--- src/rtl/io_sevenseg_ctrl.sv ---
// Memory-mapped seven-segment display controller.
// Registers: DATA (RW), CTRL (RW: enable, decimal, leading-zero blank, blink), STATUS (RO).
// Decimal mode runs a sequential double-dabble converter, one shift per clock.
module io_sevenseg_ctrl #(
  parameter int unsigned NUM_DIGITS = 6,
  parameter int unsigned ADDR_WIDTH = 8,
  parameter logic [ADDR_WIDTH-1:0] BASE_ADDR = 8'h10,
  parameter int unsigned BLINK_DIV = 25000000
) (
  input  logic                    clk,
  input  logic                    rst,
  input  logic [ADDR_WIDTH-1:0]   io_addr,
  input  logic [31:0]             io_data_in,
  input  logic                    io_write,
  input  logic                    io_read,
  output logic [31:0]             io_data_out,
  output logic                    busy,
  output logic [NUM_DIGITS*7-1:0] seg_n
);

  localparam int unsigned DispW = 4 * NUM_DIGITS;
  localparam int unsigned CntW  = $clog2(BLINK_DIV);

  localparam logic [ADDR_WIDTH-1:0] AddrData   = BASE_ADDR;
  localparam logic [ADDR_WIDTH-1:0] AddrCtrl   = BASE_ADDR + ADDR_WIDTH'(1);
  localparam logic [ADDR_WIDTH-1:0] AddrStatus = BASE_ADDR + ADDR_WIDTH'(2);

  localparam logic [6:0] GlyphBlank = 7'b1111111;
  localparam logic [6:0] GlyphDash  = 7'b0111111;
  localparam logic [6:0] GlyphZero  = 7'b1000000;

  typedef enum logic [1:0] {StIdle, StConvert, StCommit} state_e;

  // CTRL bit positions
  localparam int unsigned CtrlEn    = 0;
  localparam int unsigned CtrlDec   = 1;
  localparam int unsigned CtrlLzb   = 2;
  localparam int unsigned CtrlBlink = 3;

  logic             sel_data, sel_ctrl, sel_status;
  logic             wr_data, wr_ctrl;
  logic [31:0]      rd_val;

  logic [31:0]      data_q;
  logic [3:0]       ctrl_q;

  state_e           state_q;
  logic [31:0]      bin_q;
  logic [39:0]      bcd_q;
  logic [39:0]      bcd_adj;
  logic [5:0]       shift_cnt_q;
  logic             busy_q;
  logic             overflow_q;
  logic [DispW-1:0] disp_q;
  logic             hex_ovf;
  logic             bcd_ovf;

  logic [CntW-1:0]  blink_cnt_q;
  logic             blink_on_q;

  logic [NUM_DIGITS*7-1:0] seg_d;
  logic             lead;
  logic [3:0]       nib;
  logic [6:0]       glyph;

  assign sel_data   = (io_addr == AddrData);
  assign sel_ctrl   = (io_addr == AddrCtrl);
  assign sel_status = (io_addr == AddrStatus);
  assign wr_data    = io_write & sel_data;
  assign wr_ctrl    = io_write & sel_ctrl;
  assign busy       = busy_q;

  // Hex overflow: any DATA bit above the displayed nibbles.
  if (DispW < 32) begin : g_hex_ovf
    assign hex_ovf = |data_q[31:DispW];
  end else begin : g_no_hex_ovf
    assign hex_ovf = 1'b0;
  end

  assign bcd_ovf = |bcd_q[39:DispW];

  function automatic logic [6:0] hex_glyph(input logic [3:0] v);
    case (v)
      4'h0:    hex_glyph = 7'b1000000;
      4'h1:    hex_glyph = 7'b1111001;
      4'h2:    hex_glyph = 7'b0100100;
      4'h3:    hex_glyph = 7'b0110000;
      4'h4:    hex_glyph = 7'b0011001;
      4'h5:    hex_glyph = 7'b0010010;
      4'h6:    hex_glyph = 7'b0000010;
      4'h7:    hex_glyph = 7'b1111000;
      4'h8:    hex_glyph = 7'b0000000;
      4'h9:    hex_glyph = 7'b0010000;
      4'hA:    hex_glyph = 7'b0001000;
      4'hB:    hex_glyph = 7'b0000011;
      4'hC:    hex_glyph = 7'b1000110;
      4'hD:    hex_glyph = 7'b0100001;
      4'hE:    hex_glyph = 7'b0000110;
      default: hex_glyph = 7'b0001110;
    endcase
  endfunction

  // Register file writes
  always_ff @(posedge clk) begin
    if (rst) begin
      data_q <= '0;
      ctrl_q <= 4'h1;
    end else begin
      if (wr_data) data_q <= io_data_in;
      if (wr_ctrl) ctrl_q <= io_data_in[3:0];
    end
  end

  // Read mux; unmapped offsets read as zero
  always_comb begin
    rd_val = '0;
    if (sel_data)        rd_val = data_q;
    else if (sel_ctrl)   rd_val = {28'b0, ctrl_q};
    else if (sel_status) rd_val = {30'b0, overflow_q, busy_q};
  end

  // Registered read data; holds when no read strobe
  always_ff @(posedge clk) begin
    if (rst)          io_data_out <= '0;
    else if (io_read) io_data_out <= rd_val;
  end

  // Double-dabble add-3 step applied to every BCD nibble before the shift
  always_comb begin
    bcd_adj = '0;
    for (int i = 0; i < 10; i++) begin
      bcd_adj[4*i +: 4] = (bcd_q[4*i +: 4] >= 4'd5) ? bcd_q[4*i +: 4] + 4'd3 : bcd_q[4*i +: 4];
    end
  end

  // Conversion FSM and display register; writes take priority so the last write wins
  always_ff @(posedge clk) begin
    if (rst) begin
      state_q     <= StIdle;
      bin_q       <= '0;
      bcd_q       <= '0;
      shift_cnt_q <= '0;
      busy_q      <= 1'b0;
      overflow_q  <= 1'b0;
      disp_q      <= '0;
    end else if (wr_data && ctrl_q[CtrlDec]) begin
      state_q     <= StConvert;
      bin_q       <= io_data_in;
      bcd_q       <= '0;
      shift_cnt_q <= 6'd32;
      busy_q      <= 1'b1;
    end else if (wr_ctrl && io_data_in[CtrlDec]) begin
      state_q     <= StConvert;
      bin_q       <= data_q;
      bcd_q       <= '0;
      shift_cnt_q <= 6'd32;
      busy_q      <= 1'b1;
    end else if (wr_ctrl) begin
      // Leaving decimal mode abandons any conversion in flight
      state_q <= StIdle;
      busy_q  <= 1'b0;
    end else begin
      unique case (state_q)
        StIdle: begin
          // Hex mode tracks DATA continuously
          if (!ctrl_q[CtrlDec]) begin
            disp_q     <= data_q[DispW-1:0];
            overflow_q <= hex_ovf;
          end
        end
        StConvert: begin
          {bcd_q, bin_q} <= {bcd_adj[38:0], bin_q, 1'b0};
          shift_cnt_q    <= shift_cnt_q - 6'd1;
          if (shift_cnt_q == 6'd1) state_q <= StCommit;
        end
        StCommit: begin
          disp_q     <= bcd_q[DispW-1:0];
          overflow_q <= bcd_ovf;
          busy_q     <= 1'b0;
          state_q    <= StIdle;
        end
        default: state_q <= StIdle;
      endcase
    end
  end

  // Blink divider; held cleared with phase on while blink is disabled
  always_ff @(posedge clk) begin
    if (rst || !ctrl_q[CtrlBlink]) begin
      blink_cnt_q <= '0;
      blink_on_q  <= 1'b1;
    end else if (blink_cnt_q == CntW'(BLINK_DIV - 1)) begin
      blink_cnt_q <= '0;
      blink_on_q  <= ~blink_on_q;
    end else begin
      blink_cnt_q <= blink_cnt_q + CntW'(1);
    end
  end

  // Glyph selection; walks from the top digit so 'lead' tracks all-zero prefixes
  always_comb begin
    seg_d = '1;
    lead  = 1'b1;
    nib   = '0;
    glyph = GlyphBlank;
    for (int k = NUM_DIGITS - 1; k >= 0; k--) begin
      nib = disp_q[4*k +: 4];
      if (nib != 4'h0) lead = 1'b0;
      if (!ctrl_q[CtrlEn] || !blink_on_q)         glyph = GlyphBlank;
      else if (overflow_q)                          glyph = GlyphDash;
      else if (ctrl_q[CtrlLzb] && lead && (k != 0)) glyph = GlyphBlank;
      else                                          glyph = hex_glyph(nib);
      seg_d[7*k +: 7] = glyph;
    end
  end

  // Registered segment outputs
  always_ff @(posedge clk) begin
    if (rst) seg_n <= {NUM_DIGITS{GlyphZero}};
    else     seg_n <= seg_d;
  end

endmodule

--- config.mk ---
export PLATFORM = sky130hd
export DESIGN_NAME = io_sevenseg_ctrl
export DESIGN_NICKNAME = d
export VERILOG_FILES = /design/src/rtl/io_sevenseg_ctrl.sv
export SDC_FILE = /design/constraint.sdc
export NUM_CORES = 1
export LEC_CHECK = 0
export BUFFER_PORTS_ARGS = -buffer_cell sky130_fd_sc_hd__buf_2
export CAP_MARGIN = 40
export CELL_PAD_IN_SITES_DETAIL_PLACEMENT = 0
export CELL_PAD_IN_SITES_GLOBAL_PLACEMENT = 1
export CORE_ASPECT_RATIO = 2
export CORE_UTILIZATION = 45
export CTS_CLUSTER_DIAMETER = 50
export DETAILED_ROUTE_END_ITERATION = 8
export HOLD_SLACK_MARGIN = 0.02
export PLACE_DENSITY_LB_ADDON = 0.1
export RECOVER_POWER = 50
export SETUP_SLACK_MARGIN = 0.02
export SLEW_MARGIN = 5
export SYNTH_ARGS = -nofsm -noshare
export SYNTH_HDL_FRONTEND = slang
export SYNTH_SLANG_ARGS = --single-unit
export TNS_END_PERCENT = 100
--- constraint.sdc ---
create_clock -name clk -period 3.9 [get_ports clk]
set_input_delay 0.195 -clock clk [delete_from_list [all_inputs] [get_ports clk]]
set_output_delay 0.195 -clock clk [all_outputs]
set_load 0.005 [all_outputs]
==> impl_metrics.json <==
{
  "swShare_pct": 21.1,
  "dp_hpwl_um": 24100,
  "synth_cells": 1568,
  "nets": 1771,
  "vias_per_cell": 5.38,
  "period_share_pct": 84.1,
  "first_iter_violations": 462,
  "ioPinCount": 119,
  "seqPwrFrac_pct": 47.3,
  "maxSlewViolCount": 79,
  "hold_viol": 0,
  "ys_seq_area_share_pct": 42.2,
  "synth_area_um2": 13500,
  "drc": 0,
  "layout_setup_ws_ps": 622,
  "initial_core_util_pct": 45.7,
  "grt_setup_unrepaired": "no",
  "timing.rr.start": "ctrl_q[1]",
  "ant_nets": 0,
  "cts_tree": "yes",
  "clock_tree.root_cell": "clkbuf_16",
  "diodes": 0,
  "drt_first_pass_iters": 5,
  "status": "complete, but fails checks",
  "final_common_cell": "dfxtp_1",
  "synth_top_area_share_pct": 42.2,
  "critPathRequiredTime_ps": 4340,
  "routed_wl_um": 33700,
  "power-per-cell-area_nw_per_um2": 396,
  "failed_checks": "capacitance limit, slew limit",
  "setup-tns-final_ps": 0,
  "async_flop_share_pct": 0,
  "worstRegToRegCells": 9,
  "cts_buffers": 28,
  "ir_drop_mv": 0.313,
  "dr_total_vias": 11000,
  "skew_ps": 9.92,
  "cellLeakagePower_nw": 5.94,
  "cp_max_fo": 33,
  "netlist_top_cells_area": "dfxtp_1 (42%), ha_1 (5.8%), a21oi_1 (5.7%), nor2_1 (4.6%), nand2_1 (4.6%)",
  "synth_cell_types": 61,
  "chipHeight_um": 247,
  "synth.net_count": 1675,
  "grt_max_degree": 89,
  "critPathArrivalTime_ps": 3710,
  "synth-edff-count": 0,
  "yosys_warnings": 0,
  "max_freq_mhz": 305,
  "die_area_um2": 30700,
  "clockPowerShare_pct": 50.2,
  "die_w_um": 124,
  "max-slew-margin-rel_pct": -19.1,
  "coreArea_um2": 29500,
  "preCtsSetupSlack_ps": 804,
  "synth_top_area_cell": "dfxtp_1",
  "internal_power_mw": 4.85,
  "holdPathEnd": "io_data_out[1]",
  "worst_hold_path_type": "in -> reg",
  "utilization_pct": 52.7,
  "clk_latency_ps": 560,
  "endpoint_kind": "flip-flop",
  "wl_per_cell_um": 16.4,
  "cap_violations": 3,
  "multi_input_area_um2": 6930,
  "hp-start": "io_addr[6]",
  "clk_path_buf_depth": 3,
  "crit_path_start_kind": "input pin",
  "htree_levels": 1,
  "fin_crit_ps": 3280,
  "fillers": 2840,
  "avgSynthCellArea_um2": 8.60,
  "crit_type": "in -> reg",
  "area_growth_pct": 15.2,
  "comb_power_share_pct": 2.5,
  "cts_sinks": 284,
  "portBuffers": 118,
  "routabilityCongestion": 0.818,
  "setup_viol": 0,
  "worstMarginPinSlew_ps": 1790,
  "hold_depth": 4,
  "drive_gt1_share_pct": 11.4,
  "num_rows": 89,
  "first_global_vias": 11100,
  "grt_remaining_overflow": 0,
  "regArea_um2": 5690,
  "grtUsageTotal_pct": 22.0,
  "ys_ff_latch": 284,
  "switchingPower_mw": 1.30,
  "clk_pin_slew_ps": 70,
  "antenna_found_initial": 0,
  "r2r_setup_slack_ps": 820,
  "grt_pass1_wl_um": 55800,
  "final_cell_mix": "dfxtp_1 (284), nor2_1 (166), nand2_1 (165)",
  "synth-main-ff-cell": "dfxtp_1"
}
area by class of cell:
class	instances	share of cell area (%)
timing repair buffer	168	6.55
clock buffer	34	4.98
multi-input combinational	1080	44.6
tap	364	2.93
sequential	284	36.6
inverter	102	2.51
clock inverter	18	1.85
layer usage:
metal	GRT usage (%)	routed length (µm)	vias up	share of wire, %
met5	0	0	-	0
met4	8.29	987	0	2.9
met3	2.10	969	59	2.9
met2	44.3	18600	179	55
met1	23.0	13100	5197	39
li1	-	-	5601	-
cells by family (layout without fill, tap and decap cells):
kind of cell,Yosys count,count (layout),share of synthesized area [%]
adder cells (fa/ha/maj),63,63,5.85
multiplexers,45,45,3.93
AO/OA/AOI/OAI,344,344,17.0
XOR/XNOR,45,45,2.92
flip-flops,284,284,42.2
AND/OR/NAND/NOR,583,583,21.6
buffers and inverters,204,322,6.45
synth_stat cells (7+ instances only):
master,n
o22ai_1,26
o221a_2,12
buf_4,15
nor2b_1,30
a21oi_1,153
o21bai_1,12
nor2_1,166
buf_2,20
nor4_1,40
xnor2_1,32
o21ai_0,27
nand2b_1,17
dfxtp_1,284
nand2_1,165
inv_1,96
and3_1,12
nand3_1,34
ha_1,63
a31oi_1,14
a211o_1,7
xor2_1,13
clkbuf_1,60
o21a_1,30
mux2i_1,36
nor3b_1,46
nor3_1,38
a211oi_1,26
nand4_1,8
through the flow:
stage	cells	power [mW]	cell area (µm²)	hold WS [ps]
floorplan	1568	3.05	13500	331
global placement	1966	3.11	14300	417
detailed placement	1967	3.11	14300	416
CTS	2050	6.23	15600	33.6
global route	2050	6.34	15500	43.4
finish	2050	6.15	15500	25.7
how the worst max path moves through the flow:
stage,startpoint,to,slack [ps],depth (start not counted)
5_1_grt,io_addr[3],flip-flop,380,8
3_5_place_dp,ctrl_q[1],flip-flop,800,9
4_1_cts,ctrl_q[1],flip-flop,780,9
3_3_place_gp,ctrl_q[1],flip-flop,900,9
2_1_floorplan,ctrl_q[1],flip-flop,1160,10
6_report,io_addr[2],flip-flop,620,8
power groups by stage:
stage | registers [mW] | logic [mW] | clock network (mW)
2_1_floorplan | 2.97 | 0.0727 | 0
3_3_place_gp | 2.97 | 0.134 | 0
3_5_place_dp | 2.97 | 0.134 | 0
4_1_cts | 2.91 | 0.159 | 3.16
5_1_grt | 2.91 | 0.168 | 3.27
6_report | 2.91 | 0.154 | 3.09
worst max-delay path: stages:
cell and delay [ps]:
buf_2 100, nor4b_1 1420, a311oi_4 350, buf_12 290, a211oi_2 420, inv_1 160
ha_1 290, mux4_2 470
repair_timing:
item | in CTS | in global routing
hold buffers | 31 | 0
buffers inserted | 0 | 0
endpoints found under the hold margin | 64 | 0
gates resized for setup | 0 | 0
Note: power is estimated with default switching activity, not from simulation.
